==> src/rtl/vx_hamming_dec.sv <==
// -----------------------------------------------------------------------------
// vx_hamming_dec
// Two-stage SECDED Hamming decoder. It has valid/ready handshakes on both
// sides and two 16-bit saturating error counters.
//
// Codeword layout: index i holds position i+1. Position 2^k is check bit k.
// The remaining positions below ENCODED_BITS hold the payload in ascending
// order. The top index holds even parity over all lower bits.
//
// Stage 1 registers the codeword, its syndrome S and its overall parity P.
// Stage 2 classifies the word, corrects it and registers the payload and the
// error flags, which drive the outputs directly.
//
// Ports
//   clk         in   rising-edge clock
//   reset       in   asynchronous active-low reset
//   valid_in    in   codeword present on encoded_in
//   ready_in    out  decoder accepts the codeword this cycle
//   encoded_in  in   [ENCODED_BITS-1:0] codeword
//   valid_out   out  result present
//   ready_out   in   consumer accepts the result
//   data_out    out  [DATA_BITS-1:0] corrected payload
//   err_single  out  one bit was corrected (or the parity bit was wrong)
//   err_double  out  uncorrectable error, payload passed through uncorrected
//   cnt_clear   in   synchronous clear of both counters (wins over increments)
//   cnt_single  out  [15:0] saturating count of delivered single errors
//   cnt_double  out  [15:0] saturating count of delivered double errors
// -----------------------------------------------------------------------------
module vx_hamming_dec #(
    parameter int DATA_BITS    = 32'd15,
    // smallest h with 2^h >= h + DATA_BITS + 1
    parameter int HAMMING_BITS =
        ((32'd1 << 32'd1)  >= (32'd1  + DATA_BITS + 32'd1)) ? 32'd1  :
        ((32'd1 << 32'd2)  >= (32'd2  + DATA_BITS + 32'd1)) ? 32'd2  :
        ((32'd1 << 32'd3)  >= (32'd3  + DATA_BITS + 32'd1)) ? 32'd3  :
        ((32'd1 << 32'd4)  >= (32'd4  + DATA_BITS + 32'd1)) ? 32'd4  :
        ((32'd1 << 32'd5)  >= (32'd5  + DATA_BITS + 32'd1)) ? 32'd5  :
        ((32'd1 << 32'd6)  >= (32'd6  + DATA_BITS + 32'd1)) ? 32'd6  :
        ((32'd1 << 32'd7)  >= (32'd7  + DATA_BITS + 32'd1)) ? 32'd7  :
        ((32'd1 << 32'd8)  >= (32'd8  + DATA_BITS + 32'd1)) ? 32'd8  :
        ((32'd1 << 32'd9)  >= (32'd9  + DATA_BITS + 32'd1)) ? 32'd9  :
        ((32'd1 << 32'd10) >= (32'd10 + DATA_BITS + 32'd1)) ? 32'd10 : 32'd11,
    parameter int ENCODED_BITS = DATA_BITS + HAMMING_BITS + 32'd1
) (
    input  logic                    clk,
    input  logic                    reset,
    input  logic                    valid_in,
    output logic                    ready_in,
    input  logic [ENCODED_BITS-1:0] encoded_in,
    output logic                    valid_out,
    input  logic                    ready_out,
    output logic [DATA_BITS-1:0]    data_out,
    output logic                    err_single,
    output logic                    err_double,
    input  logic                    cnt_clear,
    output logic [15:0]             cnt_single,
    output logic [15:0]             cnt_double
);

    // Highest position covered by the syndrome; larger syndromes point
    // outside the codeword and can only come from multiple errors.
    localparam logic [HAMMING_BITS-1:0] MAX_POS = HAMMING_BITS'(ENCODED_BITS - 32'd1);

    // XOR of the position numbers of every set bit below the parity bit.
    function automatic logic [HAMMING_BITS-1:0] calc_syndrome(input logic [ENCODED_BITS-1:0] cw);
        logic [HAMMING_BITS-1:0] syn;
        syn = '0;
        for (int i = 0; i < ENCODED_BITS - 1; i++) begin
            if (cw[i]) begin
                syn = syn ^ HAMMING_BITS'(i + 32'd1);
            end else begin
                syn = syn;
            end
        end
        return syn;
    endfunction

    // Overall parity across the full codeword, including the parity bit.
    function automatic logic calc_parity(input logic [ENCODED_BITS-1:0] cw);
        return ^cw;
    endfunction

    // Collect the payload from every non-power-of-two position, lowest first.
    function automatic logic [DATA_BITS-1:0] extract_data(input logic [ENCODED_BITS-1:0] cw);
        logic [DATA_BITS-1:0] data;
        int                   k;
        data = '0;
        k    = 0;
        for (int i = 0; i < ENCODED_BITS - 1; i++) begin
            // position i+1 is a power of two exactly when (i+1) & i == 0
            if ((((i + 32'd1) & i) != 32'd0) && (k < DATA_BITS)) begin
                data[k] = cw[i];
                k       = k + 1;
            end else begin
                data = data;
            end
        end
        return data;
    endfunction

    logic                    r_s1_valid;
    logic [ENCODED_BITS-1:0] r_s1_cw;
    logic [HAMMING_BITS-1:0] r_s1_syn;
    logic                    r_s1_par;
    logic                    r_s2_valid;
    logic [DATA_BITS-1:0]    r_data;
    logic                    r_err_single;
    logic                    r_err_double;
    logic [15:0]             r_cnt_single;
    logic [15:0]             r_cnt_double;

    logic                    w_s2_free;
    logic                    w_s1_adv;
    logic                    w_ready_in;
    logic                    w_s1_load;
    logic                    w_out_hs;
    logic [HAMMING_BITS-1:0] w_in_syn;
    logic                    w_in_par;
    logic [ENCODED_BITS-1:0] w_fix_cw;
    logic [DATA_BITS-1:0]    w_fix_data;
    logic                    w_flag_single;
    logic                    w_flag_double;

    // Elastic control. ready_in only looks at pipeline state and ready_out,
    // so there is no combinational path from valid_in to ready_in.
    assign w_s2_free  = !r_s2_valid || ready_out;
    assign w_s1_adv   = r_s1_valid && w_s2_free;
    assign w_ready_in = !r_s1_valid || w_s1_adv;
    assign w_s1_load  = valid_in && w_ready_in;
    assign w_out_hs   = r_s2_valid && ready_out;

    assign w_in_syn   = calc_syndrome(encoded_in);
    assign w_in_par   = calc_parity(encoded_in);

    // Classify the stage-1 word and flip the erroneous bit when it is correctable.
    always_comb begin
        w_fix_cw      = r_s1_cw;
        w_flag_single = 1'b0;
        w_flag_double = 1'b0;
        if (r_s1_par) begin
            if (r_s1_syn == '0) begin
                // only the overall parity bit is wrong; payload is intact
                w_flag_single = 1'b1;
            end else if (r_s1_syn <= MAX_POS) begin
                w_flag_single = 1'b1;
                for (int i = 0; i < ENCODED_BITS - 1; i++) begin
                    if (HAMMING_BITS'(i + 32'd1) == r_s1_syn) begin
                        w_fix_cw[i] = ~r_s1_cw[i];
                    end else begin
                        w_fix_cw[i] = r_s1_cw[i];
                    end
                end
            end else begin
                w_flag_double = 1'b1;
            end
        end else begin
            if (r_s1_syn != '0) begin
                w_flag_double = 1'b1;
            end else begin
                w_flag_double = 1'b0;
            end
        end
    end

    assign w_fix_data = extract_data(w_fix_cw);

    // Stage 1: capture the codeword together with its syndrome and parity.
    always_ff @(posedge clk or negedge reset) begin
        if (!reset) begin
            r_s1_valid <= 1'b0;
            r_s1_cw    <= '0;
            r_s1_syn   <= '0;
            r_s1_par   <= 1'b0;
        end else begin
            if (w_ready_in) begin
                r_s1_valid <= valid_in;
            end
            if (w_s1_load) begin
                r_s1_cw  <= encoded_in;
                r_s1_syn <= w_in_syn;
                r_s1_par <= w_in_par;
            end
        end
    end

    // Stage 2: register the corrected payload and flags; they hold while stalled.
    always_ff @(posedge clk or negedge reset) begin
        if (!reset) begin
            r_s2_valid   <= 1'b0;
            r_data       <= '0;
            r_err_single <= 1'b0;
            r_err_double <= 1'b0;
        end else begin
            if (w_s2_free) begin
                r_s2_valid <= r_s1_valid;
            end
            if (w_s1_adv) begin
                r_data       <= w_fix_data;
                r_err_single <= w_flag_single;
                r_err_double <= w_flag_double;
            end
        end
    end

    // Error counters: count delivered words only, saturate, clear has priority.
    always_ff @(posedge clk or negedge reset) begin
        if (!reset) begin
            r_cnt_single <= 16'h0000;
            r_cnt_double <= 16'h0000;
        end else if (cnt_clear) begin
            r_cnt_single <= 16'h0000;
            r_cnt_double <= 16'h0000;
        end else begin
            if (w_out_hs && r_err_single && (r_cnt_single != 16'hFFFF)) begin
                r_cnt_single <= r_cnt_single + 16'd1;
            end
            if (w_out_hs && r_err_double && (r_cnt_double != 16'hFFFF)) begin
                r_cnt_double <= r_cnt_double + 16'd1;
            end
        end
    end

    assign ready_in   = w_ready_in;
    assign valid_out  = r_s2_valid;
    assign data_out   = r_data;
    assign err_single = r_err_single;
    assign err_double = r_err_double;
    assign cnt_single = r_cnt_single;
    assign cnt_double = r_cnt_double;

endmodule

==> config.mk <==
export PLATFORM = sky130hd
export DESIGN_NAME = vx_hamming_dec
export DESIGN_NICKNAME = d
export VERILOG_FILES = /design/src/rtl/vx_hamming_dec.sv
export SDC_FILE = /design/constraint.sdc
export NUM_CORES = 1
export LEC_CHECK = 0
export ABC_CLOCK_PERIOD_IN_PS = 1450
export CORE_AREA = 2 2 89 100
export CTS_CLUSTER_DIAMETER = 50
export DETAILED_ROUTE_END_ITERATION = 10
export DIE_AREA = 0 0 91 102
export PLACE_DENSITY = 0.77
export SETUP_SLACK_MARGIN = 0.4
export SLEW_MARGIN = 10
export SYNTH_ARGS = -nofsm -noshare
export SYNTH_HDL_FRONTEND = slang
export SYNTH_SLANG_ARGS = --single-unit
==> constraint.sdc <==
create_clock -name clk -period 1.45 [get_ports clk]
set_input_delay 0.145 -clock clk [delete_from_list [all_inputs] [get_ports clk]]
set_output_delay 0.145 -clock clk [all_outputs]
set_load 0.02 [all_outputs]
==> qor.yml, run 1 <==
status:
  outcome: "finished with violations"
  violations: "negative setup slack"
die:
  number_of_top_level_pins: 77
  dieArea_um2: 9280
  floorplan.die.height_um: 102
  starting_density_of_the_core_pct: 46.4
  placementRows: 35
  die_x_um: 91
  core_area_um2: 8230
sta:
  fin_crit_ps: 1880
  fin_crit_sh_pct: 129
  rsz0062_at_grt: "true"
  timing.fmax_mhz: 533
  finalWorstSetupSlack_ps: -425
  max_clock_skew_ps: 14.4
  final_max_slew_viol_count: 0
  transition_time_at_the_pin_with_the_least_slew_margin_ps: 420
  setup_viol: 51
  worst_slew_margin_rel_pct: 71.9
  timing.final.hold_violations: 0
power_and_ir_drop:
  cell_internal_pwr_mw: 4.80
  power.switching_fraction_pct: 35.1
  clkPwrFrac_pct: 21.8
  power.sequential.fraction_pct: 35.4
  design_power_total_mw: 7.38
  combPwrFrac_pct: 42.9
  static-leakage-power_nw: 3.23
  vdd_drop_max_mv: 0.749
  pwr_density_cell_nw_per_um2: 1030
  net-switching-power_mw: 2.59
clocking:
  cts_max_path_buffers: 2
  numCtsBuffers: 9
  cts.clk_slew.worst_paths_ps: 80
  tritoncts: "yes"
  clock-root-buffer: "sky130_fd_sc_hd__clkbuf_8"
  clock_latency_on_the_worst_skew_pair_ps: 360
  h-tree-depth: 3
  cts_sinks: 72
setup_path:
  timing.critical_path.buf_inv: 2
  cpPeakStageDelay_ps: 410
  worstPathCellList: "ha_4 > nand4_1 > nor4_4 > buf_6 > buf_12 > nor3b_2 > xnor2_1 > nor2_1"
  crit_path_start_kind: "flop"
  critical_path.slowest_cell: "sky130_fd_sc_hd__dfrtp_2"
  cp-end-kind: "flop"
  cp.arrival_ps: 2120
  cpLargestDelayFamily: "simple AND/OR/NAND/NOR gates"
  reg2reg_setup_slack_ps: -430
  crit_type: "flop to flop"
  critical_path_required_ps: 1700
  path_max_fanout: 4
global_routing:
  maximum_number_of_pins_on_one_net_before_global_route_repair: 35
  antenna_found_initial: 0
  vias_in_the_first_global_route: 3970
  grt_usage_pct: 26.6
  overflow: 0
  global_route_wire_length_before_repair_mm: 19.2
run:
  drv_cap: 0
synth:
  post-synth-top-area-fraction_pct: 47.2
  yosysTopAreaCell: "sky130_fd_sc_hd__dfrtp_1"
  synth_cell_type_count: 44
  async_reset_ff_share_pct: 100
  synth.area.top_cells: "sky130_fd_sc_hd__dfrtp_1 (47%), sky130_fd_sc_hd__xnor2_1 (8.5%), sky130_fd_sc_hd__xor2_1 (6.4%), sky130_fd_sc_hd__mux2_1 (4.4%), sky130_fd_sc_hd__nand2_1 (3.9%)"
  synth-edff-count: 0
  number_of_synthesized_register_bits: 72
  yosysWarningCount: 0
  synth.avg_cell_area_um2: 10.4
  seq_area_frac_synth_pct: 47.2
  netlist_instances: 366
  mappedNetlistNets: 394
  ys.flop_type: "sky130_fd_sc_hd__dfrtp_1"
  synth_area_um2: 3820
detailed_routing:
  dr.first_iter.drc_count: 231
  dr_total_vias: 4127
  remaining_drc_errors: 0
  drt-pass1-iter-count: 5
  routed_wire_length_per_instance_um: 22.3
  detail_route.vias_per_cell: 5.74
  final_antenna_net_count: 0
  finalWirelength_mm: 16.0
layout:
  num-fill-cells: 337
  antenna-diode-count: 0
  area_growth_pct: 88.1
  mostFrequentLayoutCell: "sky130_fd_sc_hd__buf_6"
  mostFrequentLayoutCells: "sky130_fd_sc_hd__buf_6 (113), sky130_fd_sc_hd__buf_4 (88), sky130_fd_sc_hd__dfrtp_1 (37), sky130_fd_sc_hd__dfrtp_2 (35), sky130_fd_sc_hd__xnor2_1 (32)"
  fin_util_pct: 87.3
  final_layout_size_suffix_gt1_share_pct: 61.5
  final_layout_net_count: 631
  layout.cells.non_filler: 719
placed_design:
  place.port_buffers: 76
  dp_hpwl_mm: 7.13
  placed_cells: 630
  placer_s_final_routability_congestion_estimate: 0.848
hold_path:
  hold_class: "input pin to flop"
[kinds of logic (layout without fill, tap and decap cells)]
kind of cell | count (synthesis) | in the layout | synth area share, %
adder cells (fa/ha/maj) | 2 | 2 | 0.655
flip-flops | 72 | 72 | 47.2
buffers and inverters | 13 | 255 | 1.44
XOR/XNOR | 74 | 74 | 19.6
AND/OR/NAND/NOR | 147 | 147 | 20.3
AO/OA/AOI/OAI | 41 | 41 | 5.87
multiplexers | 17 | 17 | 4.98
[final cells by class]
class,instances,area (µm²),area share (%)
flip-flops and latches,72,1850,25.7
inverters,1,3.75,0.0522
multi-input cells,281,2630,36.6
clock buffers,16,190,2.65
well taps,111,139,1.93
repair buffers,238,2380,33.1
[what timing repair did]
action | CTS | global route
gates resized for setup | 408 | 82
pin swaps | 44 | 48
setup buffers | 31 | 38
endpoints found under the setup margin | 121 | 118
hold buffers | 1 | 0
cloned | 3 | 0
hold endpoints to repair | 72 | 0
[Yosys cell counts, types with 3 or more instances]
master / n
sky130_fd_sc_hd__nor4_2: 3
sky130_fd_sc_hd__xnor2_1: 37
sky130_fd_sc_hd__dfrtp_1: 72
sky130_fd_sc_hd__nand3b_1: 3
sky130_fd_sc_hd__nor3b_1: 5
sky130_fd_sc_hd__a21oi_1: 4
sky130_fd_sc_hd__o2111ai_1: 3
sky130_fd_sc_hd__o21ai_0: 3
sky130_fd_sc_hd__nand4_1: 8
sky130_fd_sc_hd__xor2_1: 28
sky130_fd_sc_hd__mux2_1: 15
sky130_fd_sc_hd__o21ai_1: 28
sky130_fd_sc_hd__xnor3_1: 4
sky130_fd_sc_hd__nor3_1: 11
sky130_fd_sc_hd__nor2b_1: 4
sky130_fd_sc_hd__or2_1: 4
sky130_fd_sc_hd__nand2b_1: 5
sky130_fd_sc_hd__nand2_1: 40
sky130_fd_sc_hd__clkbuf_1: 9
sky130_fd_sc_hd__nor2_1: 35
sky130_fd_sc_hd__nand3_1: 16
[tightest hold or removal path, cell delays in order]
cell	delay [ps]
sky130_fd_sc_hd__buf_6	70
sky130_fd_sc_hd__buf_4	120
sky130_fd_sc_hd__mux2_4	130
[path summary, 6_finish.rpt]
path                       depth (start not counted)             end           start
min in group asynchronous                          2  cnt_single[14]           reset
setup reg to reg                                   8   cnt_single[4]   cnt_single[1]
setup / recovery                                   8   cnt_single[4]   cnt_single[1]
hold reg to reg                                    2     data_out[3]     data_out[3]
hold / removal                                     3     r_s1_cw[14]  encoded_in[14]
max in group asynchronous                          3      err_double           reset
[flip-flops by register name, indices dropped and copies added, names as in the netlist]
| name | cells |
|---|---|
| cnt_double | 16 |
| r_s1_cw | 15 |
| r_s1_valid | 1 |
| err_double | 1 |
| err_single | 1 |
| r_s1_syn | 5 |
| cnt_single | 16 |
| r_s1_par | 1 |
| data_out | 15 |
| valid_out | 1 |
[layer usage]
metal / share of wire (%) / vias to the layer above / GRT usage (%)
met5: 0 / - / 0
li1: - / 1742 / -
met4: 6.1 / 0 / 11.9
met3: 6.0 / 94 / 4.42
met2: 55 / 241 / 52.5
met1: 33 / 2050 / 27.7
[power groups by stage]
| stage | registers (mW) | logic, mW | clock network [mW] |
|---|---|---|---|
| 6_report | 2.61 | 3.17 | 1.61 |
| 5_1_grt | 2.62 | 3.31 | 1.67 |
| 4_1_cts | 2.56 | 2.54 | 1.54 |
| 3_5_place_dp | 2.57 | 2.10 | 0 |
| 3_3_place_gp | 2.55 | 2.06 | 0 |
| 2_1_floorplan | 2.73 | 1.04 | 0 |
[per-stage QoR]
step | setup slack (ps) | instance area (µm²) | hold WS, ps | setup TNS, ps
final | -425 | 7180 | 138 | -8610
after global routing | -432 | 7180 | 141 | -10460
after CTS | -118 | 6590 | 132 | -1430
after detailed placement | -408 | 5630 | 34.9 | -11800
after global placement | -366 | 5630 | 34.0 | -10380
after floorplan | -94.4 | 4150 | -151 | -2020
(Power assumes the default switching activity.)
==> inputs of run 2 (changes only) <==
--- a/config.mk
+++ b/config.mk
@@ -6,12 +6,11 @@
 export NUM_CORES = 1
 export LEC_CHECK = 0
 export ABC_CLOCK_PERIOD_IN_PS = 1450
-export CORE_AREA = 2 2 89 100
+export CORE_AREA = 2 2 94 96
 export CTS_CLUSTER_DIAMETER = 50
 export DETAILED_ROUTE_END_ITERATION = 10
-export DIE_AREA = 0 0 91 102
-export PLACE_DENSITY = 0.77
-export SETUP_SLACK_MARGIN = 0.4
+export DIE_AREA = 0 0 96 98
+export PLACE_DENSITY = 0.76
 export SLEW_MARGIN = 10
 export SYNTH_ARGS = -nofsm -noshare
 export SYNTH_HDL_FRONTEND = slang
==> run 2 against run 1 <==
Against the previous run: the flow still finishes with violations (negative setup slack); die area increased by 1.4%; core utilization decreased by 12 points; setup slack improved by 170 ps; sequential cell count unchanged; routed wire length decreased by 21%; sequential power decreased by 2%; critical path type unchanged; critical endpoint is now cnt_single[2].
==> qor.yml, run 2 (synthesized netlist as in run 1, its figures left out) <==
setup_path:
  timing.critical_path.buf_inv: 2
  crit_path_start_kind: "flop"
  path_max_fanout: 8
  critical_path_required_ps: 1670
  cp-end-kind: "flop"
  cp.arrival_ps: 1930
  crit_type: "flop to flop"
  cpLargestDelayFamily: "simple AND/OR/NAND/NOR gates"
  worstPathCellList: "ha_4 > nand4_1 > nor4_4 > buf_6 > buf_4 > nor3b_2 > xnor2_1 > nor2_1"
  cpPeakStageDelay_ps: 410
  critical_path.slowest_cell: "sky130_fd_sc_hd__dfrtp_2"
run:
  drv_cap: 0
layout:
  mostFrequentLayoutCells: "sky130_fd_sc_hd__buf_4 (93), sky130_fd_sc_hd__dlygate4sd2_1 (43), sky130_fd_sc_hd__dfrtp_1 (41), sky130_fd_sc_hd__xnor2_1 (35), sky130_fd_sc_hd__nand2_1 (33)"
  mostFrequentLayoutCell: "sky130_fd_sc_hd__buf_4"
  area_growth_pct: 67.3
  fin_util_pct: 75.5
  layout.cell_area.non_filler_um2: 6390
  num-fill-cells: 535
  final_layout_size_suffix_gt1_share_pct: 44.4
  antenna-diode-count: 0
  final_layout_net_count: 586
detailed_routing:
  dr.first_iter.drc_count: 206
  finalWirelength_mm: 12.6
  routed_wire_length_per_instance_um: 18.8
  drt-pass1-iter-count: 4
  dr_total_vias: 3608
  remaining_drc_errors: 0
  final_antenna_net_count: 0
  detail_route.vias_per_cell: 5.38
placed_design:
  placedInstanceArea_um2: 5540
  place.port_buffers: 76
  dp_hpwl_mm: 7.40
  placer_s_final_routability_congestion_estimate: 0.850
die:
  die_x_um: 96
  dieArea_um2: 9410
  floorplan.die.height_um: 98
  placementRows: 34
  number_of_top_level_pins: 77
  starting_density_of_the_core_pct: 45.1
  core_area_um2: 8470
clocking:
  tritoncts: "yes"
  h-tree-depth: 3
  cts_max_path_buffers: 2
  cts.clk_slew.worst_paths_ps: 80
  clock_latency_on_the_worst_skew_pair_ps: 350
  numCtsBuffers: 9
  clock-root-buffer: "sky130_fd_sc_hd__clkbuf_8"
  cts_sinks: 72
power_and_ir_drop:
  design_power_total_mw: 6.66
  power.sequential.fraction_pct: 38.5
  clkPwrFrac_pct: 26.3
  pwr_density_cell_nw_per_um2: 1040
  vdd_drop_max_mv: 0.608
  cell_internal_pwr_mw: 4.43
  net-switching-power_mw: 2.23
  combPwrFrac_pct: 35.2
  static-leakage-power_nw: 2.96
  power.switching_fraction_pct: 33.5
sta:
  timing.final.hold_violations: 0
  whs_ps: 132
  setup_viol: 33
  fin_crit_sh_pct: 118
  finalWorstSetupSlack_ps: -254
  timing.fmax_mhz: 587
  final_max_slew_viol_count: 0
  transition_time_at_the_pin_with_the_least_slew_margin_ps: 331
  fin_crit_ps: 1700
  rsz0062_at_grt: "true"
  max_clock_skew_ps: 17.0
  worst_slew_margin_rel_pct: 77.8
  fin_setup_tns_ps: -3220
hold_path:
  hold_class: "input pin to flop"
global_routing:
  overflow: 0
  maximum_number_of_pins_on_one_net_before_global_route_repair: 60
  antenna_found_initial: 0
  grt_usage_pct: 23.5
  global_route_wire_length_before_repair_mm: 17.3
  vias_in_the_first_global_route: 3540
status:
  violations: "negative setup slack"
  outcome: "finished with violations"
-- run 2: worst paths after layout --
kind,slack [ps],end,cells past startpoint,startpoint
setup reg to reg,-250,cnt_single[2],8,cnt_single[0]
setup / recovery,-250,cnt_single[2],8,cnt_single[0]
max in group asynchronous,800,err_double,3,reset
min in group asynchronous,310,cnt_double[11],3,reset
hold reg to reg,480,data_out[2],2,data_out[2]
hold / removal,130,r_s1_cw[5],2,encoded_in[5]
-- run 2: cell type report --
class / instances / area, µm² / share of cell area (%)
Sequential cell: 72 / 1840 / 28.8
Clock buffer: 10 / 128 / 2.00
Timing Repair Buffer: 193 / 1730 / 27.0
Clock inverter: 6 / 83.8 / 1.31
Multi-Input combinational cell: 281 / 2470 / 38.7
Inverter: 1 / 3.75 / 0.0588
Tap cell: 108 / 135 / 2.12
-- run 2: repair_timing --
| item | 4_1_cts | 5_1_grt |
|---|---|---|
| hold endpoints to repair | 72 | 0 |
| gates cloned | 1 | 0 |
| endpoints found under the setup margin | 85 | 68 |
| buffers inserted | 10 | 17 |
| pin swaps | 21 | 54 |
| resized for setup | 88 | 79 |
| hold buffers | 1 | 0 |
-- run 2: metal layers --
metal | vias to the layer above | share of wire [%] | track usage (%)
met4 | 0 | 3.9 | 9.67
met1 | 1772 | 39 | 30.7
met2 | 146 | 52 | 38.8
met5 | - | 0 | 0
met3 | 45 | 4.3 | 3.55
li1 | 1645 | - | -
-- run 2: metrics by stage --
stage	worst slack (ps)	cells
2_1_floorplan	-104	366
3_3_place_gp	-356	628
3_5_place_dp	-412	628
4_1_cts	-110	655
5_1_grt	-337	671
6_report	-254	671
-- run 2: power by group through the flow --
stage | logic (mW) | clock network [mW] | registers, mW
6_report | 2.34 | 1.75 | 2.56
5_1_grt | 2.50 | 1.85 | 2.58
4_1_cts | 2.04 | 1.74 | 2.52
3_5_place_dp | 2.04 | 0 | 2.55
3_3_place_gp | 1.98 | 0 | 2.53
2_1_floorplan | 0.867 | 0 | 2.70
